**config.mk**
```make
export PLATFORM = sky130hd
export DESIGN_NAME = mem_byte_bridge
export DESIGN_NICKNAME = d
export VERILOG_FILES = /design/src/rtl/mem_byte_bridge.sv
export SDC_FILE = /design/constraint.sdc
export NUM_CORES = 1
export LEC_CHECK = 0
export BUFFER_PORTS_ARGS = -buffer_cell sky130_fd_sc_hd__buf_2
export CORE_UTILIZATION = 48
export DETAILED_ROUTE_END_ITERATION = 10
export PLACE_DENSITY = 0.76
export SETUP_SLACK_MARGIN = 0.05
export SKIP_LAST_GASP = 1
export SYNTH_ARGS = -nofsm -noshare
export SYNTH_HDL_FRONTEND = slang
export SYNTH_SLANG_ARGS = --single-unit
```
**constraint.sdc**
```tcl
create_clock -name i_clk -period 1.9 [get_ports i_clk]
set_input_delay 0.285 -clock i_clk [delete_from_list [all_inputs] [get_ports i_clk]]
set_output_delay 0.285 -clock i_clk [all_outputs]
set_load 0.02 [all_outputs]
```
**src/rtl/mem_byte_bridge.sv**
```systemverilog
// mem_byte_bridge
//
// Memory-side responder for the CPU load/store path. One word-aligned access
// (per-lane write enables plus lane-positioned write data) is serialized onto
// an 8-bit external bus with a req/ack handshake, one byte lane per transfer,
// lanes issued in ascending order. Reads gather all four bytes into a raw
// 32-bit word; the CPU-side load formatter does any shifting/sign-extension.
//
// Ports
//   i_clk, i_rst      clock and synchronous active-high reset
//   i_req             access request, sampled only while idle
//   i_addr            access address, bits [1:0] ignored
//   i_we              byte-lane write enables, 4'b0000 reads all four lanes
//   i_data_wr         write data, lane n in bits [8n+7:8n]
//   o_busy            high while transfers are in flight (CPU stalls)
//   o_done            one-cycle completion pulse
//   o_data_rd         gathered read word, held until overwritten by a read
//   o_mem_req         external transfer request
//   o_mem_we          external write strobe, qualifies o_mem_req
//   o_mem_addr        external byte address {addr[ADDR_W-1:2], lane}
//   o_mem_data_wr     external write byte
//   i_mem_data_rd     external read byte, valid in the ack cycle
//   i_mem_ack         transfer completes when o_mem_req && i_mem_ack
//
// All outputs come straight from flops.

module mem_byte_bridge #(
    parameter int unsigned ADDR_W = 32
) (
    input  logic              i_clk,
    input  logic              i_rst,
    input  logic              i_req,
    input  logic [ADDR_W-1:0] i_addr,
    input  logic [3:0]        i_we,
    input  logic [31:0]       i_data_wr,
    output logic              o_busy,
    output logic              o_done,
    output logic [31:0]       o_data_rd,
    output logic              o_mem_req,
    output logic              o_mem_we,
    output logic [ADDR_W-1:0] o_mem_addr,
    output logic [7:0]        o_mem_data_wr,
    input  logic [7:0]        i_mem_data_rd,
    input  logic              i_mem_ack
);

    typedef enum logic [1:0] {
        StIdle   = 2'd0,
        StAccess = 2'd1,
        StDone   = 2'd2
    } state_e;

    // ------------------------------------------------------------------
    // State and latched access
    // ------------------------------------------------------------------
    state_e              state_q, state_d;
    logic [3:0]          lanes_q, lanes_d;     // lanes still to transfer
    logic [1:0]          lane_q, lane_d;       // lane currently on the bus
    logic                read_q, read_d;
    logic [ADDR_W-3:0]   addr_hi_q, addr_hi_d;
    logic [31:0]         wdata_q, wdata_d;

    // Registered outputs
    logic                busy_q, busy_d;
    logic                done_q, done_d;
    logic [31:0]         data_rd_q, data_rd_d;
    logic                mem_req_q, mem_req_d;
    logic                mem_we_q, mem_we_d;
    logic [ADDR_W-1:0]   mem_addr_q, mem_addr_d;
    logic [7:0]          mem_data_wr_q, mem_data_wr_d;

    // The address is word aligned; the low bits carry no information.
    logic unused_addr_bits;
    assign unused_addr_bits = ^i_addr[1:0];

    // Lowest set lane of a mask; callers guarantee the mask is nonzero.
    function automatic logic [1:0] low_lane(input logic [3:0] mask);
        if (mask[0]) begin
            return 2'd0;
        end else if (mask[1]) begin
            return 2'd1;
        end else if (mask[2]) begin
            return 2'd2;
        end else begin
            return 2'd3;
        end
    endfunction

    // ------------------------------------------------------------------
    // Shared decode
    // ------------------------------------------------------------------
    logic       accept;
    logic       ack_fire;
    logic       req_read;
    logic [3:0] req_lanes;
    logic [1:0] first_lane;
    logic [3:0] rem_lanes;
    logic [1:0] next_lane;
    logic       last_lane;

    assign accept     = (state_q == StIdle) && i_req;
    assign ack_fire   = (state_q == StAccess) && mem_req_q && i_mem_ack;
    assign req_read   = (i_we == 4'b0000);
    // A read has no enables of its own, so it walks all four lanes.
    assign req_lanes  = req_read ? 4'b1111 : i_we;
    assign first_lane = low_lane(req_lanes);
    assign rem_lanes  = lanes_q & ~(4'b0001 << lane_q);
    assign next_lane  = low_lane(rem_lanes);
    assign last_lane  = (rem_lanes == 4'b0000);

    // ------------------------------------------------------------------
    // State register (synchronous reset)
    // ------------------------------------------------------------------
    always_ff @(posedge i_clk) begin
        if (i_rst) begin
            state_q       <= StIdle;
            lanes_q       <= 4'b0000;
            lane_q        <= 2'd0;
            read_q        <= 1'b0;
            addr_hi_q     <= '0;
            wdata_q       <= 32'h0;
            busy_q        <= 1'b0;
            done_q        <= 1'b0;
            data_rd_q     <= 32'h0;
            mem_req_q     <= 1'b0;
            mem_we_q      <= 1'b0;
            mem_addr_q    <= '0;
            mem_data_wr_q <= 8'h00;
        end else begin
            state_q       <= state_d;
            lanes_q       <= lanes_d;
            lane_q        <= lane_d;
            read_q        <= read_d;
            addr_hi_q     <= addr_hi_d;
            wdata_q       <= wdata_d;
            busy_q        <= busy_d;
            done_q        <= done_d;
            data_rd_q     <= data_rd_d;
            mem_req_q     <= mem_req_d;
            mem_we_q      <= mem_we_d;
            mem_addr_q    <= mem_addr_d;
            mem_data_wr_q <= mem_data_wr_d;
        end
    end

    // ------------------------------------------------------------------
    // Next-state logic
    // ------------------------------------------------------------------
    always_comb begin
        state_d   = state_q;
        lanes_d   = lanes_q;
        lane_d    = lane_q;
        read_d    = read_q;
        addr_hi_d = addr_hi_q;
        wdata_d   = wdata_q;

        unique case (state_q)
            StIdle: begin
                if (accept) begin
                    state_d   = StAccess;
                    lanes_d   = req_lanes;
                    lane_d    = first_lane;
                    read_d    = req_read;
                    addr_hi_d = i_addr[ADDR_W-1:2];
                    wdata_d   = i_data_wr;
                end
            end
            StAccess: begin
                if (ack_fire) begin
                    lanes_d = rem_lanes;
                    if (last_lane) begin
                        state_d = StDone;
                    end else begin
                        lane_d = next_lane;
                    end
                end
            end
            StDone: begin
                state_d = StIdle;
            end
            default: begin
                state_d = StIdle;
            end
        endcase
    end

    // ------------------------------------------------------------------
    // Output logic: next values of the registered outputs
    // ------------------------------------------------------------------
    always_comb begin
        busy_d        = busy_q;
        done_d        = 1'b0;
        data_rd_d     = data_rd_q;
        mem_req_d     = mem_req_q;
        mem_we_d      = mem_we_q;
        mem_addr_d    = mem_addr_q;
        mem_data_wr_d = mem_data_wr_q;

        unique case (state_q)
            StIdle: begin
                if (accept) begin
                    busy_d        = 1'b1;
                    mem_req_d     = 1'b1;
                    mem_we_d      = ~req_read;
                    mem_addr_d    = {i_addr[ADDR_W-1:2], first_lane};
                    mem_data_wr_d = i_data_wr[{first_lane, 3'b000} +: 8];
                end
            end
            StAccess: begin
                // Without an ack every bus output simply holds.
                if (ack_fire) begin
                    if (read_q) begin
                        data_rd_d[{lane_q, 3'b000} +: 8] = i_mem_data_rd;
                    end
                    if (last_lane) begin
                        busy_d    = 1'b0;
                        mem_req_d = 1'b0;
                        mem_we_d  = 1'b0;
                        done_d    = 1'b1;
                    end else begin
                        mem_addr_d    = {addr_hi_q, next_lane};
                        mem_data_wr_d = wdata_q[{next_lane, 3'b000} +: 8];
                    end
                end
            end
            StDone: begin
                done_d = 1'b0;
            end
            default: begin
                busy_d    = 1'b0;
                mem_req_d = 1'b0;
                mem_we_d  = 1'b0;
            end
        endcase
    end

    assign o_busy        = busy_q;
    assign o_done        = done_q;
    assign o_data_rd     = data_rd_q;
    assign o_mem_req     = mem_req_q;
    assign o_mem_we      = mem_we_q;
    assign o_mem_addr    = mem_addr_q;
    assign o_mem_data_wr = mem_data_wr_q;

endmodule

```
**Word level (Yosys, flattened, before mapping)**

Cells that the tools add are included.

- Equality and inequality tests: 6
- Muxes and demuxes: 34
- Reduce and logical (&&, ||, !) cells: 14
- Bitwise logic cells: 6
- Multiply operators: 0
- Add/sub/neg operators: 1
- Order comparisons: 0
- Shift operators: 5
- Div/mod/pow operators: 0

Operators with widths:

| cell | number |
|---|---|
| $mux 32 | 3 |
| $pmux 32 s2 | 1 |
| $shiftx 32x6->8 | 2 |
| $bwmux 32 | 1 |
| $shift 8x7->32 const A | 1 |
| $shiftx 8x7->32 | 1 |
| $mux 8 | 3 |
| $mux 2 | 10 |
| $pmux 8 s2 | 1 |
| $mux 4 | 3 |
| $reduce_and 3->1 | 3 |
| $logic_not 4->1 | 2 |
| $ne 2x2->1 const B | 4 |
| $pmux 2 s2 | 2 |
| $pmux 4 s2 | 1 |
| $reduce_and 4->1 | 2 |
| $mux 1 | 7 |
| $neg 5->7 | 1 |
| $pmux 1 s3 | 2 |
| $and 4x4->4 | 1 |
| $not 1->1 | 4 |
| $not 4->4 | 1 |
| $shl 1x2->4 const A | 1 |
| $logic_and 1x1->1 | 3 |
| other kinds (6) | 6 |

- Bits in writable memories: 0
- Logic and storage cells: 78
- Output and inout bits: 76
- Register bits after elaboration: 146
- Memory bits (read-only): 0
- Bits in latches: 0
- Input bits: 80
- Memories kept: 0

**Logic depth before layout (Yosys ltp)**

- Depth in word-level cells: 10
- Gate-level depth with buffers: 9
- Depth with buffers taken out: 7

**Least setup slack after synthesis**

Ideal clock, no wire load.

- Path kind: register to register
- From: reg lane_q[0]
- To: reg mem_addr_q[29], in the netlist o_mem_addr[29]
- Slack: -0.385 ns
- Setup time: 0.088 ns
- Arrival time: 2.196 ns
- Path buffers: 2
- Period minus slack after synthesis: 2.285 ns
- Data required time: 1.812 ns
- Cell stages (with the launch flop): 10
- Path through: dfxtp_1 > inv_1 > ha_1 > nor2b_1 > buf_2 > a2111oi_4 > a21oi_2 > clkbuf_1 > nor2_1 > a311oi_2

- Cells in the longest elaborated chain, start to end: 6

RTL lines:

| what | RTL line | text |
|---|---|---|
| from (decl) | 58 | `logic [1:0] lane_q, lane_d;` |
| from (signal assigned) | 132 | `lane_q <= lane_d;` |
| $shl 1x2->4 | 107 | `assign rem_lanes = lanes_q & ~(4'b0001 << lane_q);` |
| $not 4->4 | 107 |  |
| $and 4x4->4 | 107 |  |
| $logic_not 4->1 | 109 | `assign last_lane = (rem_lanes == 4'b0000);` |
| $ne 2x2->1 (no line) | - |  |
| $reduce_and 4->1 (no line) | - |  |
| to (signal assigned) | 141 | `mem_addr_q <= mem_addr_d;` |
| to (decl) | 69 | `logic [ADDR_W-1:0] mem_addr_q, mem_addr_d;` |

Every way passes these cells.
A chain may end at the register's enable or synchronous reset.

==> key figures <==
Run status
  – Status: complete, but fails checks
  – Failing checks: setup timing

Drt
  – Routed WL: approximately 18 mm
  – Vias: 6195
  – Detailed Route Iter0 Violations: slightly below 600
  – DRC: 0
  – DRT Pass-1 Iters: 6
  – Final ANT Viol Nets: 0
  – Vias/cell: 5.546
  – WL/cell: 15.89 µm

Synthesis
  – Synth top area cells: dfxtp_1 (47%), nand2_1 (14%), a21oi_1 (10%)
  – Main synth FF type: dfxtp_1
  – Count of state elements after synthesis: about 140
  – Yosys cell types: 34
  – Post-synth top area share: 0.4716
  – Synth Instances: 785
  – Mapped Nets: just under 900
  – Mapped Avg Cell Area: 7.786 µm²
  – Register area share after synthesis: 0.4716
  – Cell Area, Synth: ~6100 µm²
  – Synthesis warning total: 0
  – Largest area contributor in the netlist: dfxtp_1
  – Post-synth EDFFs: 0
  – Ys async rst share: 0

Layout
  – Most frequent cells in the layout: nand2_1 (224), buf_2 (152), dfxtp_1 (142), a21oi_1 (123), nor2_1 (51)
  – Fillers: between 1000 and 1500
  – Commonest non-fill, non-tap cell in the layout: nand2_1
  – Final Net Count: 1024
  – Layout cell share with drive strength beyond 1: 0.2919
  – Area Growth Syn to Fin: 33.76%
  – Inserted Diodes: 0

Timing
  – Final setup fails: 1
  – F_max: roughly 520 MHz
  – Tmin final: about 1.9 ns
  – RSZ-0062 raised after global routing: true
  – Clk_skew: roughly 0.0052 ns
  – Max Transition Viols Final: 0
  – Final Worst Setup Slack: -0.009737 ns
  – Period Utilization, post-route: 1.005
  – Final hold vios: 0
  – Slew margin rel.: 0.6830
  – Slew @ Worst Pin: 0.4754 ns

Placed design
  – RD Place Congestion: ~0.82
  – Count of input and output buffers: ~150
  – Detail Placement HPWL: 10.54 mm
  – DP Worst Slack: -0.06704 ns

Global routing
  – Initial antenna violation count: 0
  – First-pass GRT wire length: 27.44 mm
  – Largest net degree at the start of global routing: 60
  – Met2 global-route usage: 0.4257
  – GR met1 Demand/Resource: 0.3453
  – Grt total ovfl: 0
  – GRT Resource Usage Total: 0.2674
  – GR peak layer: met2
  – Met3 usage: 0.06589
  – Vias in the first global route: roughly 5600

Worst hold path
  – HP Class: primary input to register
  – Worst Hold Endpoint: addr_hi_q[4]
  – Hold path start: i_addr[6]
  – Hold path depth: 3

Critical path
  – Worst reg2reg endpoint: o_mem_addr[10]
  – Worst R2R Start: o_mem_addr[1]
  – Worst-path maximum fanout: 6
  – Worst EP required: approximately 2.2 ns
  – Setup CP Type: register to register
  – Worst Reg-to-Reg Cells: 8
  – Worst Setup Start Kind: register
  – Critical path origin: o_mem_addr[1]
  – Arrival time worst endpoint: 2.23 ns
  – R2r setup slk: -0.01 ns
  – Critical Path End Type: register

Die
  – Horiz. Die Dim: between 100 and 150 µm
  – Initial Util: 0.5005
  – Core area: roughly 12000 µm²
  – Die H: 114.8 µm
  – Placement Rows: 40
  – Total die area: 13190 µm²
  – # IOs: about 160

Clocking
  – CTS Sinks: between 100 and 150
  – CTS Hold Bufs: 0
  – Inserted Clock Buffers: 17
  – Clk buf depth: 2
  – CTS H-tree depth: 4
  – CTS Root Cell: clkbuf_16
  – CTS clock-pin slew for the worst setup and hold paths: 0.06 ns
  – TritonCTS clock tree: yes
  – Clk Latency, worst-skew pair: approximately 0.42 ns

Power and ir drop
  – Maximum vdd drop: ~0.81 mV
  – P_leak: between 3 and 4 nW
  – Pwr dens: 999.1 nW/µm²
  – Power, Total: ~0.0082 W

Flow run
  – Max Cap Viol: 0
[worst max-delay path by stage]
stage                       end  depth (start not counted)
2_1_floorplan  o_mem_data_wr[3]                          9
3_3_place_gp     o_mem_addr[17]                          8
3_5_place_dp     o_mem_addr[10]                          8
4_1_cts          o_mem_addr[10]                          8
5_1_grt            o_data_rd[0]                          8
6_report         o_mem_addr[10]                          8
[metal layers]
layer,vias up,share of wire
met1,2906,0.43
met2,268,0.47
met5,-,0
li1,2995,-
met3,26,0.074
met4,0,0.018
[what timing repair did]
item | 4_1_cts | 5_1_grt
pin swaps | 6 | 3
buffers inserted | 7 | 4
gates resized for setup | 20 | 20
gates cloned | 3 | 1
endpoints found under the setup margin | 39 | 46
[critical path: stages (launching register included)]
cell       delay, ns
dfxtp_4         0.38
inv_6           0.08
ha_4            0.15
nor2b_4         0.05
a2111oi_4       0.42
a21oi_4         0.16
buf_12          0.18
buf_16          0.14
a311oi_2        0.25
[kinds of logic after synthesis]
family          synth area share
buf+inv                  0.04667
compound gates            0.2098
flops                     0.4716
mux                      0.01310
simple gates              0.2424
fa+ha+maj                0.01638
[cells in the mapped netlist, drive strengths merged, types with 9 or more instances]
cell type	n
o21ai	15
nand3	34
nor2	51
a21oi	127
buf	16
dfxtp	144
a221oi	9
clkbuf	49
nand2	224
a311oi	30
nor3b	11
[through the flow]
stage | hold slack, ns | setup TNS (ns) | cells | util | area, µm²
2_1_floorplan | 0.4210 | 0 | 785 | - | 6165
3_3_place_gp | 0.4370 | 0 | 1070 | 0.5899 | 7203
3_5_place_dp | 0.4397 | -0.3923 | 1070 | 0.5899 | 7203
4_1_cts | 0.09514 | 0 | 1112 | 0.6573 | 8026
5_1_grt | 0.1057 | -0.6706 | 1117 | 0.6695 | 8175
6_report | 0.1103 | -0.009737 | 1117 | 0.6695 | 8175
[layout make-up]
cell class / instances / area [µm²] / share of cell area
multi-input cells: 572 / 3171 / 0.3878
inverters: 4 / 25.02 / 0.003061
clock buffers: 28 / 538.0 / 0.06581
well taps: 168 / 210.2 / 0.02571
clock inverters: 4 / 45.04 / 0.005510
flip-flops and latches: 144 / 2890 / 0.3535
repair buffers: 197 / 1296 / 0.1586
[flip-flops by register name (all words and copies together), names as in the netlist]
signal,flops
o_data_rd,32
wdata_q,32
o_mem_addr,31
addr_hi_q,30
o_mem_data_wr,8
lanes_q,4
state_q,2
lane_q,1
o_done,1
o_mem_req,1
o_mem_we,1
read_q,1
[where the power goes]
part | switching, W | internal (W) | leakage [nW]
clock | 0.00121 | 0.00205 | 0.290
combinational | 0.000920 | 0.000643 | 1.94
sequential | 0.000120 | 0.00322 | 1.18
total | 0.00225 | 0.00592 | 3.41
Note: power is estimated with default switching activity, not from simulation.
